==> src/rtl/peripheral_msi_ahb3_pkg.sv <==
// Shared AHB3 encodings and arbiter state type for the MSI interconnect.
package peripheral_msi_ahb3_pkg;

  localparam logic [1:0] HTRANS_IDLE   = 2'b00;
  localparam logic [1:0] HTRANS_BUSY   = 2'b01;
  localparam logic [1:0] HTRANS_NONSEQ = 2'b10;
  localparam logic [1:0] HTRANS_SEQ    = 2'b11;

  localparam logic [2:0] HBURST_SINGLE = 3'b000;
  localparam logic [2:0] HBURST_INCR   = 3'b001;
  localparam logic [2:0] HBURST_WRAP4  = 3'b010;
  localparam logic [2:0] HBURST_INCR4  = 3'b011;
  localparam logic [2:0] HBURST_WRAP8  = 3'b100;
  localparam logic [2:0] HBURST_INCR8  = 3'b101;
  localparam logic [2:0] HBURST_WRAP16 = 3'b110;
  localparam logic [2:0] HBURST_INCR16 = 3'b111;

  typedef enum logic [1:0] {
    ARB_IDLE   = 2'd0,
    ARB_OWNED  = 2'd1,
    ARB_LOCKED = 2'd2
  } arb_state_e;

  function automatic logic htrans_is_xfer(input logic [1:0] t);
    return (t == HTRANS_NONSEQ) || (t == HTRANS_SEQ);
  endfunction

  function automatic logic htrans_is_cont(input logic [1:0] t);
    return (t == HTRANS_SEQ) || (t == HTRANS_BUSY);
  endfunction

endpackage

==> src/rtl/peripheral_msi_arb_rr_select.sv <==
// Combinational winner picker: highest priority among requesters,
// ties broken by the first requester at or after rr_ptr (wrapping).
module peripheral_msi_arb_rr_select #(
  parameter int MASTERS = 3,
  parameter int PRIO_W  = 2,
  parameter int IDX_W   = 2
) (
  input  logic [MASTERS-1:0]             req,
  input  logic [MASTERS-1:0][PRIO_W-1:0] prio,
  input  logic [IDX_W-1:0]               rr_ptr,
  output logic [MASTERS-1:0]             win_onehot,
  output logic [IDX_W-1:0]               win_idx,
  output logic                           win_any
);

  logic [PRIO_W-1:0] max_prio;
  logic              found;

  function automatic int wrap_idx(input int base, input int k);
    return (base + k) % MASTERS;
  endfunction

  always_comb begin
    max_prio = '0;
    for (int i = 0; i < MASTERS; i++) begin
      if (req[i] && (prio[i] > max_prio)) max_prio = prio[i];
    end
  end

  always_comb begin
    win_onehot = '0;
    win_idx    = '0;
    found      = 1'b0;
    for (int k = 0; k < MASTERS; k++) begin
      if (!found && req[wrap_idx(int'(rr_ptr), k)] &&
          (prio[wrap_idx(int'(rr_ptr), k)] == max_prio)) begin
        found = 1'b1;
        win_onehot[wrap_idx(int'(rr_ptr), k)] = 1'b1;
        win_idx = IDX_W'(wrap_idx(int'(rr_ptr), k));
      end
    end
  end

  assign win_any = |req;

endmodule

==> src/rtl/peripheral_msi_arbiter_ahb3.sv <==
// Per-slave-port AHB3 arbiter: priority + round-robin, lock and burst aware.
// Optional INCR hold limit built in when PERIPHERAL_MSI_ARB_HOLD_LIMIT_EN is defined.
//
// state      | meaning
// ARB_IDLE   | no address-phase owner
// ARB_OWNED  | owner holds the slave while its HTRANS is SEQ/BUSY
// ARB_LOCKED | owner holds the slave until HMASTLOCK drops at a NONSEQ/IDLE
module peripheral_msi_arbiter_ahb3
  import peripheral_msi_ahb3_pkg::*;
#(
  parameter  int MASTERS    = 3,
  parameter  int PRIO_W     = 2,
  parameter  int HOLD_LIMIT = 16,
  localparam int IDX_W      = (MASTERS > 1) ? $clog2(MASTERS) : 1
) (
  input  logic                           HRESETn,
  input  logic                           HCLK,
  input  logic [MASTERS-1:0][PRIO_W-1:0] mst_priority,
  input  logic [MASTERS-1:0]             mst_req,
  input  logic [MASTERS-1:0][1:0]        mst_HTRANS,
  input  logic [MASTERS-1:0][2:0]        mst_HBURST,
  input  logic [MASTERS-1:0]             mst_HMASTLOCK,
  input  logic                           slv_HREADY,
  output logic [MASTERS-1:0]             addr_grant,
  output logic [IDX_W-1:0]               addr_grant_idx,
  output logic [MASTERS-1:0]             data_owner,
  output logic                           data_owner_vld,
  output logic                           slv_locked
);

  arb_state_e         state;
  logic [IDX_W-1:0]   rr_ptr;
  logic [IDX_W-1:0]   rr_next;
  logic [1:0]         own_trans;
  logic               own_cont;
  logic               force_rearb;
  logic               do_arb;
  logic [MASTERS-1:0] others_req;
  logic [MASTERS-1:0] req_sel;
  logic [MASTERS-1:0] win_onehot;
  logic [IDX_W-1:0]   win_idx;
  logic               win_any;

  assign own_trans  = mst_HTRANS[addr_grant_idx];
  assign own_cont   = htrans_is_cont(own_trans);
  assign others_req = mst_req & ~addr_grant;
  // A forced hand-off skips the current owner only if someone else is waiting.
  assign req_sel    = (force_rearb && (|others_req)) ? others_req : mst_req;

  peripheral_msi_arb_rr_select #(
    .MASTERS (MASTERS),
    .PRIO_W  (PRIO_W),
    .IDX_W   (IDX_W)
  ) u_rr_select (
    .req        (req_sel),
    .prio       (mst_priority),
    .rr_ptr     (rr_ptr),
    .win_onehot (win_onehot),
    .win_idx    (win_idx),
    .win_any    (win_any)
  );

  assign rr_next = (win_idx == IDX_W'(MASTERS - 1)) ? '0 : win_idx + IDX_W'(1);

  always_comb begin
    do_arb = 1'b1;
    case (state)
      ARB_OWNED:  do_arb = !(mst_req[addr_grant_idx] && own_cont) || force_rearb;
      ARB_LOCKED: do_arb = !(mst_HMASTLOCK[addr_grant_idx] || own_cont);
      default:    do_arb = 1'b1;
    endcase
  end

`ifdef PERIPHERAL_MSI_ARB_HOLD_LIMIT_EN
  localparam int CNT_W = $clog2(HOLD_LIMIT + 1);

  logic [CNT_W-1:0] beat_cnt;
  logic             incr_owner;

  assign incr_owner  = (state == ARB_OWNED) && (mst_HBURST[addr_grant_idx] == HBURST_INCR);
  assign force_rearb = incr_owner && (beat_cnt >= CNT_W'(HOLD_LIMIT));

  // The granting edge consumes the first beat, so a new grant restarts at one.
  always_ff @(posedge HCLK or negedge HRESETn) begin
    if (!HRESETn) begin
      beat_cnt <= '0;
    end else if (slv_HREADY) begin
      if (do_arb) begin
        beat_cnt <= win_any ? CNT_W'(1) : '0;
      end else if (incr_owner && (beat_cnt < CNT_W'(HOLD_LIMIT))) begin
        beat_cnt <= beat_cnt + CNT_W'(1);
      end
    end
  end
`else
  logic hold_unused;

  assign force_rearb = 1'b0;
  // Burst type and the hold limit only matter when the hold limit is built in.
  assign hold_unused = (^mst_HBURST) ^ (HOLD_LIMIT > 0);
`endif

  always_ff @(posedge HCLK or negedge HRESETn) begin
    if (!HRESETn) begin
      state          <= ARB_IDLE;
      rr_ptr         <= '0;
      addr_grant     <= '0;
      addr_grant_idx <= '0;
      data_owner     <= '0;
      data_owner_vld <= 1'b0;
      slv_locked     <= 1'b0;
    end else if (slv_HREADY) begin
      data_owner     <= addr_grant;
      data_owner_vld <= (|addr_grant) && htrans_is_xfer(own_trans);
      if (do_arb) begin
        if (win_any) begin
          addr_grant     <= win_onehot;
          addr_grant_idx <= win_idx;
          rr_ptr         <= rr_next;
          state          <= mst_HMASTLOCK[win_idx] ? ARB_LOCKED : ARB_OWNED;
          slv_locked     <= mst_HMASTLOCK[win_idx];
        end else begin
          addr_grant     <= '0;
          addr_grant_idx <= '0;
          state          <= ARB_IDLE;
          slv_locked     <= 1'b0;
        end
      end
    end
  end

endmodule

==> config.mk <==
export PLATFORM = sky130hd
export DESIGN_NAME = peripheral_msi_arbiter_ahb3
export DESIGN_NICKNAME = d
export VERILOG_FILES = /design/src/rtl/peripheral_msi_ahb3_pkg.sv /design/src/rtl/peripheral_msi_arb_rr_select.sv /design/src/rtl/peripheral_msi_arbiter_ahb3.sv
export SDC_FILE = /design/constraint.sdc
export NUM_CORES = 1
export LEC_CHECK = 0
export CELL_PAD_IN_SITES_DETAIL_PLACEMENT = 1
export CELL_PAD_IN_SITES_GLOBAL_PLACEMENT = 1
export CORE_UTILIZATION = 35
export CTS_CLUSTER_DIAMETER = 30
export CTS_CLUSTER_SIZE = 10
export DETAILED_ROUTE_END_ITERATION = 16
export GPL_TIMING_DRIVEN = 0
export PLACE_DENSITY_LB_ADDON = 0.1
export SYNTH_ARGS = -nofsm -noshare
export SYNTH_HDL_FRONTEND = slang
export SYNTH_SLANG_ARGS = --single-unit
==> constraint.sdc <==
create_clock -name HCLK -period 3.3 [get_ports HCLK]
set_clock_uncertainty 0.05 [all_clocks]
set_input_delay 0.66 -clock HCLK [delete_from_list [all_inputs] [get_ports HCLK]]
set_output_delay 0.66 -clock HCLK [all_outputs]
set_load 0.005 [all_outputs]
==> summary.txt, run 1 <==
Outcome
  • Status: finished with violations
  • Violated checks: setup timing

Final layout
  • Number of inserted diodes: 0
  • Final core occ: 57.54%
  • Fill count: 442
  • Layout Nets: 262
  • Share of cells above drive strength 1: 33.03%
  • Commonest non-fill, non-tap cell in the layout: clkdlybuf4s50_1
  • FF/Latch Area: 325.3 um2
  • Area growth from synthesis to layout: 52.05%
  • Multi-input gate area: 0.001209 mm2
  • Non-Filler Instances: 269
  • Commonest cells after routing, fill and taps aside: clkdlybuf4s50_1, buf_4, nand2_1, dfrtp_1, o21ai_0

Setup path
  • Startpoint types: input pin
  • CP Capture Type: flip-flop
  • Worst R2R Path Depth: 10
  • End point of the critical path: state[0]
  • Delay-heaviest family, CP: compound AO/OA/AOI/OAI gates
  • Max incr delay on CP: 0.37 ns
  • CP Max Fanout: 5
  • Worst R2R End: state[0]
  • Start-to-end type of the worst setup path: input pin to flip-flop
  • CP cell instances: buf_2, ha_4, nor2b_4, o211ai_1, o21a_1, ha_4, nor2b_4, o211ai_4, o211ai_4, buf_4, nand4b_1, a22o_1, nand4_1, a311o_1, o311ai_2
  • CP startpoint: mst_priority[3]
  • R2R Setup Slk: 0.40 ns
  • Crit path buf inv count: 2
  • Critical-path top delay cell: a311o_1
  • Instance count on the critical path: 15
  • Required time worst endpoint: 3.41 ns
  • Worst r2r src: rr_ptr[0]
  • Data arrival time of the critical path: 3.69 ns

CTS
  • Clock Sinks: 13
  • CTS root buffer: clkbuf_8
  • Depth of the CTS H-tree: 1
  • Clk pin slew, worst setup/hold paths: 0.06 ns
  • Worst-Skew Late Latency: 0.25 ns
  • Post-CTS Hold Fix Bufs: 0
  • CTS Buf Count: 3
  • Longest Clk Path Bufs: 2
  • TritonCTS clock tree: done

Pwr
  • Pwr Total: 1.602 mW
  • VDD IR max: 0.3425 mV
  • Leakage power: 0.9250 nW
  • Pwr/cell area: 733.1 mW/mm2

Job
  • Total of max-cap violations: 0

Drt
  • Vias/cell: 5.881
  • DRT Pass-1 Iters: 8
  • DRT iter0 DRCs: 62
  • Post-DRT Antenna Nets: 0
  • Routed len/inst: 19.75 um
  • DRC: 0
  • Final WL: 5312 um
  • Vias post-DR: 1582

Timing
  • Max Freq: 278.7 MHz
  • Final setup fails: 9
  • Post-layout min period: 3.588 ns
  • Slew HR: 60.96%
  • Final Hold Fails: 0
  • Total negative setup slack: -2.109 ns
  • RSZ-0062 raised after global routing: true
  • Worst-Margin Slew: 0.5838 ns
  • Slew Viols, Final: 0
  • Tcrit/Tclk final: 108.7%
  • Fin Hold WS: 0.4582 ns
  • PnR worst setup slack: -0.2878 ns

Yosys
  • Synth Area in Adders: 8.703%
  • Cells after Synth: 168
  • EDFF count, synth: 0
  • Synthesized flop and latch total: 13
  • Post-synth cell types: 57
  • Combinational family with the most area after synthesis: compound AO/OA/AOI/OAI gates
  • Compound-Gate Fraction of Synth Area: 36.03%
  • Post-Synth Simple-Gate Area: 17.75%
  • Mapped Nets: 208
  • Post-Synth XOR/XNOR Area: 0%
  • Register area share after synthesis: 22.63%
  • Mux share of post-synthesis cell area: 9.312%
  • Primary FF master, synth: dfrtp_1
  • Avg Inst Size Synth: 8.557 um2
  • Post-synth ARST share: 100.0%
  • Synth warn: 0
  • Cell Area, Synth: 0.001438 mm2

Floorplan
  • Die Y-Extent: 66.09 um
  • Chip Width: 66.09 um
  • Core Region: 0.003799 mm2
  • Ports: 40
  • Row cnt: 22
  • DIE AREA: 0.004368 mm2
  • Initial core utilization: 37.85%

GRT
  • GRT overflow: 0
  • Vias in the first global route: 1675
  • Pin count of the biggest net entering global routing: 14
  • Antenna violations before repair: 0
  • GRT Total Usage: 25.06%
  • Global-route wire length before repair: 8204 um

Placement
  • IO buf count: 30
  • Post-Place Cells: 246
  • GP Congestion: 0.8213
  • Detailed Place HPWL: 3572 um

Hold path
  • Worst Hold Class: flip-flop to flip-flop
[cell type report]
cell class | count | share of cell area (%)
tap | 48 | 2.748
timing repair buffer | 50 | 21.58
inverter | 12 | 2.061
multi-input combinational | 138 | 55.29
sequential | 13 | 14.88
clock buffer | 4 | 2.061
buffer | 4 | 1.374
[routing by layer]
layer	up-vias	wire, um	track usage [%]
met5	-	0	0
met4	0	106	5.585
met3	11	164	3.966
met2	30	2701	42.22
met1	800	2340	33.37
li1	741	-	-
[power by group]
group	internal, mW	total [mW]	switching (mW)
Clock	0.0855	0.146	0.0602
Combinational	0.547	1.17	0.625
Sequential	0.221	0.285	0.0635
[worst min path at each step]
stage                             start       endpoint  depth (start not counted)
after floorplan                 HRESETn  addr_grant[0]                          0
after global placement    data_owner[0]  data_owner[0]                          1
after detailed placement  data_owner[1]  data_owner[1]                          1
after CTS                 data_owner[1]  data_owner[1]                          1
after global routing      data_owner[1]  data_owner[1]                          1
final                     data_owner[1]  data_owner[1]                          1
[cell usage after synthesis, types with 2 or more instances]
cell type | instances | share of area (%)
a31oi_1 | 2 | 0.87
a211o_1 | 2 | 1.2
a222oi_1 | 2 | 1.4
mux2i_1 | 10 | 7.0
dfrtp_1 | 13 | 23
nand3_1 | 5 | 1.7
a21oi_1 | 8 | 2.8
and2_1 | 2 | 0.87
nor3_1 | 2 | 0.70
buf_2 | 2 | 0.70
o21ai_1 | 4 | 1.4
inv_1 | 12 | 3.1
a21o_1 | 3 | 1.6
ha_1 | 10 | 8.7
o21ai_0 | 13 | 4.5
o211ai_2 | 2 | 1.7
nor2b_1 | 4 | 1.7
o22ai_1 | 5 | 2.2
mux2_2 | 3 | 2.3
o211ai_1 | 2 | 1.0
nor2_1 | 8 | 2.1
nand2_1 | 19 | 5.0
[cells by family after synthesis]
family / count (synthesis)
AO/OA/AOI/OAI: 65
adder cells (fa/ha/maj): 10
AND/OR/NAND/NOR: 50
flip-flops: 13
multiplexers: 13
buffers and inverters: 17
[per-stage QoR]
step | area, um2 | setup slack, ns
2_1_floorplan | 1524 | -0.2071
4_1_cts | 2113 | -0.1789
5_1_grt | 2186 | -0.3793
6_report | 2186 | -0.2878
3_3_place_gp | 1884 | -1.251
3_5_place_dp | 1884 | -1.355
[registers in the layout, summed over array words and instances (netlist names)]
name,cells
slv_locked,1
state,1
addr_grant,3
addr_grant_idx,2
data_owner,3
rr_ptr,2
data_owner_vld,1
[timing repair]
item / CTS / global route
buffers inserted: 15 / 5
gates resized for setup: 46 / 10
pin swaps: 31 / 10
setup endpoints to repair: 9 / 9
(Power assumes the default switching activity.)
==> run 2: changes to the inputs <==
--- a/config.mk
+++ b/config.mk
@@ -13,6 +13,7 @@
 export DETAILED_ROUTE_END_ITERATION = 16
 export GPL_TIMING_DRIVEN = 0
 export PLACE_DENSITY_LB_ADDON = 0.1
+export SLEW_MARGIN = 0
 export SYNTH_ARGS = -nofsm -noshare
 export SYNTH_HDL_FRONTEND = slang
 export SYNTH_SLANG_ARGS = --single-unit
==> results of run 2 <==
Same layout as run 1: the final DEF is identical, and so are final timing and power.
==> run 3: changes to the inputs <==
==> constraint.sdc (replaced) <==
create_clock -name HCLK -period 3.4 [get_ports HCLK]
set_clock_uncertainty 0.05 [all_clocks]
set_input_delay 0.68 -clock HCLK [delete_from_list [all_inputs] [get_ports HCLK]]
set_output_delay 0.68 -clock HCLK [all_outputs]
set_load 0.005 [all_outputs]
==> run 3 against run 2 <==
The flow still finishes with violations (setup timing). Via count decreased by 3.9%. Sequential share of layout area about the same. Combinational power down 9%. Design area decreased by 0.11%. Largest cell class unchanged. Largest power group unchanged.
==> summary.txt, run 3 (synthesis results as in run 1) <==
Outcome
  • Status: finished with violations (unchanged)
  • Violated checks: setup timing (unchanged)

Final layout
  • Fill count: 440 (was 442)
  • Commonest non-fill, non-tap cell in the layout: clkdlybuf4s50_1 (unchanged)
  • Commonest cells after routing, fill and taps aside: clkdlybuf4s50_1, buf_4, nand2_1, dfrtp_1, o21ai_0 (unchanged)
  • Registers with the most flip-flops: addr_grant (3), data_owner (3) (unchanged)
  • Number of inserted diodes: 0 (unchanged)
  • Area growth from synthesis to layout: 51.87% (was 52.05%)
  • Layout Nets: 262 (unchanged)
  • Final instance area: 0.002183 mm2 (was 0.002186 mm2)
  • Multi-input gate area: 0.001222 mm2 (was 0.001209 mm2)
  • FF/Latch Area: 325.3 um2 (unchanged)
  • Final core occ: 57.48% (was 57.54%)
  • Share of cells above drive strength 1: 33.48% (was 33.03%)

GRT
  • Vias in the first global route: 1684 (was 1675)
  • Global-route wire length before repair: 7521 um (was 8204 um)
  • Pin count of the biggest net entering global routing: 14 (unchanged)
  • Antenna violations before repair: 0 (unchanged)
  • GRT overflow: 0 (unchanged)
  • GRT Total Usage: 22.71% (was 25.06%)

Setup path
  • Critical-path top delay cell: a211o_1 (was a311o_1)
  • CP Capture Type: flip-flop (unchanged)
  • Startpoint types: input pin (unchanged)
  • Max incr delay on CP: 0.36 ns (was 0.37 ns)
  • Data arrival time of the critical path: 3.61 ns (was 3.69 ns)
  • Start-to-end type of the worst setup path: input pin to flip-flop (unchanged)
  • Required time worst endpoint: 3.49 ns (was 3.41 ns)
  • CP cell instances: buf_12, nand2_8, ha_4, nor2b_4, o21a_4, o21a_1, ha_4, nor2b_4, o211ai_4, o211ai_4, a211o_1, a22oi_4, nand3_2, a311o_1, o311ai_1 (was buf_2, ha_4, nor2b_4, o211ai_1, o21a_1, ha_4, nor2b_4, o211ai_4, o211ai_4, buf_4, nand4b_1, a22o_1, nand4_1, a311o_1, o311ai_2)
  • CP Max Fanout: 6 (was 5)

Hold path
  • Worst Hold Class: flip-flop to flip-flop (unchanged)

CTS
  • CTS Buf Count: 3 (unchanged)
  • Depth of the CTS H-tree: 1 (unchanged)
  • TritonCTS clock tree: done (unchanged)
  • Post-CTS Hold Fix Bufs: 0 (unchanged)
  • Clock Sinks: 13 (unchanged)
  • CTS root buffer: clkbuf_8 (unchanged)
  • Longest Clk Path Bufs: 2 (unchanged)
  • Clk pin slew, worst setup/hold paths: 0.06 ns (about the same)
  • Worst-Skew Late Latency: 0.24 ns (was 0.25 ns)

Pwr
  • Combinational Power Share: 72.2% (was 73.1%)
  • Clk pwr share: 9.4% (was 9.1%)
  • NetSw: 679.4 uW (was 748.4 uW)
  • VDD IR max: 0.2412 mV (was 0.3425 mV)
  • Pwr/cell area: 676.7 mW/mm2 (was 733.1 mW/mm2)
  • Leakage power: 0.9187 nW (was 0.9250 nW)
  • Sw frac: 45.98% (was 46.71%)
  • Internal: 798.2 uW (was 854.0 uW)
  • Reg power frac: 18.5% (was 17.8%)

Drt
  • DRT Pass-1 Iters: 4 (was 8)
  • Post-DRT Antenna Nets: 0 (unchanged)
  • DRC: 0 (unchanged)
  • Final WL: 4815 um (was 5312 um)
  • Vias post-DR: 1521 (was 1582)
  • DRT iter0 DRCs: 49 (was 62)
  • Vias/cell: 5.654 (was 5.881)
  • Routed len/inst: 17.90 um (was 19.75 um)

Floorplan
  • Die Y-Extent: 66.09 um (unchanged)
  • Row cnt: 22 (unchanged)
  • Initial core utilization: 37.85% (unchanged)
  • Core Region: 0.003799 mm2 (unchanged)
  • Ports: 40 (unchanged)
  • Chip Width: 66.09 um (unchanged)
  • DIE AREA: 0.004368 mm2 (unchanged)

Timing
  • Post-layout min period: 3.521 ns
  • Slew Viols, Final: 0 (unchanged)
  • Worst-Margin Slew: 0.5899 ns (was 0.5838 ns)
  • Final setup fails: 8 (was 9)
  • RSZ-0062 raised after global routing: true (unchanged)
  • Slew HR: 60.55% (was 60.96%)
  • Tcrit/Tclk final: 103.6%
  • Final Hold Fails: 0 (unchanged)
  • Max Freq: 284.0 MHz
  • PnR worst setup slack: -0.1211 ns (was -0.2878 ns)

Placement
  • Detailed Place HPWL: 3429 um (was 3572 um)
  • GP Congestion: 0.8148 (was 0.8213)
  • Cell area after placement: 0.001881 mm2 (was 0.001884 mm2)
  • IO buf count: 30 (unchanged)

Job
  • Total of max-cap violations: 0 (unchanged)
[run 3: cell type report]
cell class                      instances  share of cell area [%]
Inverter                               12                   2.063
Buffer                                  4                   1.375
Sequential cell                        13                   14.90
Multi-Input combinational cell        138                   55.99
Tap cell                               48                   2.751
Clock inverter                          1                  0.2292
Timing Repair Buffer                   50                   20.80
Clock buffer                            3                   1.891
[run 3: path summary, 6_finish.rpt]
path	startpoint	end	slack, ns	cells past startpoint
max	mst_req[0]	state[0]	-0.12	15
max in group asynchronous	HRESETn	state[0]	2.16	1
min in group asynchronous	HRESETn	data_owner_vld	0.76	1
min	data_owner[2]	data_owner[2]	0.46	1
min reg2reg	data_owner[2]	data_owner[2]	0.46	1
max reg2reg	rr_ptr[0]	state[0]	0.62	10
[run 3: through the flow]
stage | cells | worst slack [ns] | power, mW | TNS (ns) | hold WS [ns]
after floorplan | 168 | -0.1271 | 0.9106 | -0.2793 | 0.3344
after global placement | 246 | -1.146 | 1.148 | -9.556 | 0.4387
after detailed placement | 246 | -1.277 | 1.197 | -10.72 | 0.4533
after CTS | 264 | -0.1211 | 1.391 | -0.4049 | 0.4662
after global routing | 269 | -0.2754 | 1.588 | -1.861 | 0.4888
final | 269 | -0.1211 | 1.478 | -0.5444 | 0.4597
[run 3: timing repair]
action	4_1_cts	5_1_grt
cloned	0	0
endpoints found under the setup margin	9	9
gates resized for setup	38	19
buffers inserted	15	5
pin swaps	14	18
[run 3: critical path, delay by kind of cell]
kind / cells / cell delay (ns)
simple gates: 4 / 0.46
fa+ha+maj: 2 / 0.42
compound gates: 8 / 1.94
buf+inv: 1 / 0.11
[run 3: per-layer routing]
metal / GRT usage (%) / vias to the layer above / share of wire (%)
met3: 0.8621 / 9 / 2.8
li1: - / 739 / -
met4: 9.043 / 0 / 2.1
met2: 47.19 / 41 / 56
met1: 22.98 / 732 / 40
met5: 0 / - / 0
[run 3: power groups by stage]
stage | clock, mW | sequential (mW) | combinational [mW]
floorplan | 0 | 0.266 | 0.645
global placement | 0 | 0.269 | 0.879
detailed placement | 0 | 0.274 | 0.923
CTS | 0.141 | 0.273 | 0.977
global route | 0.145 | 0.284 | 1.16
finish | 0.138 | 0.273 | 1.07
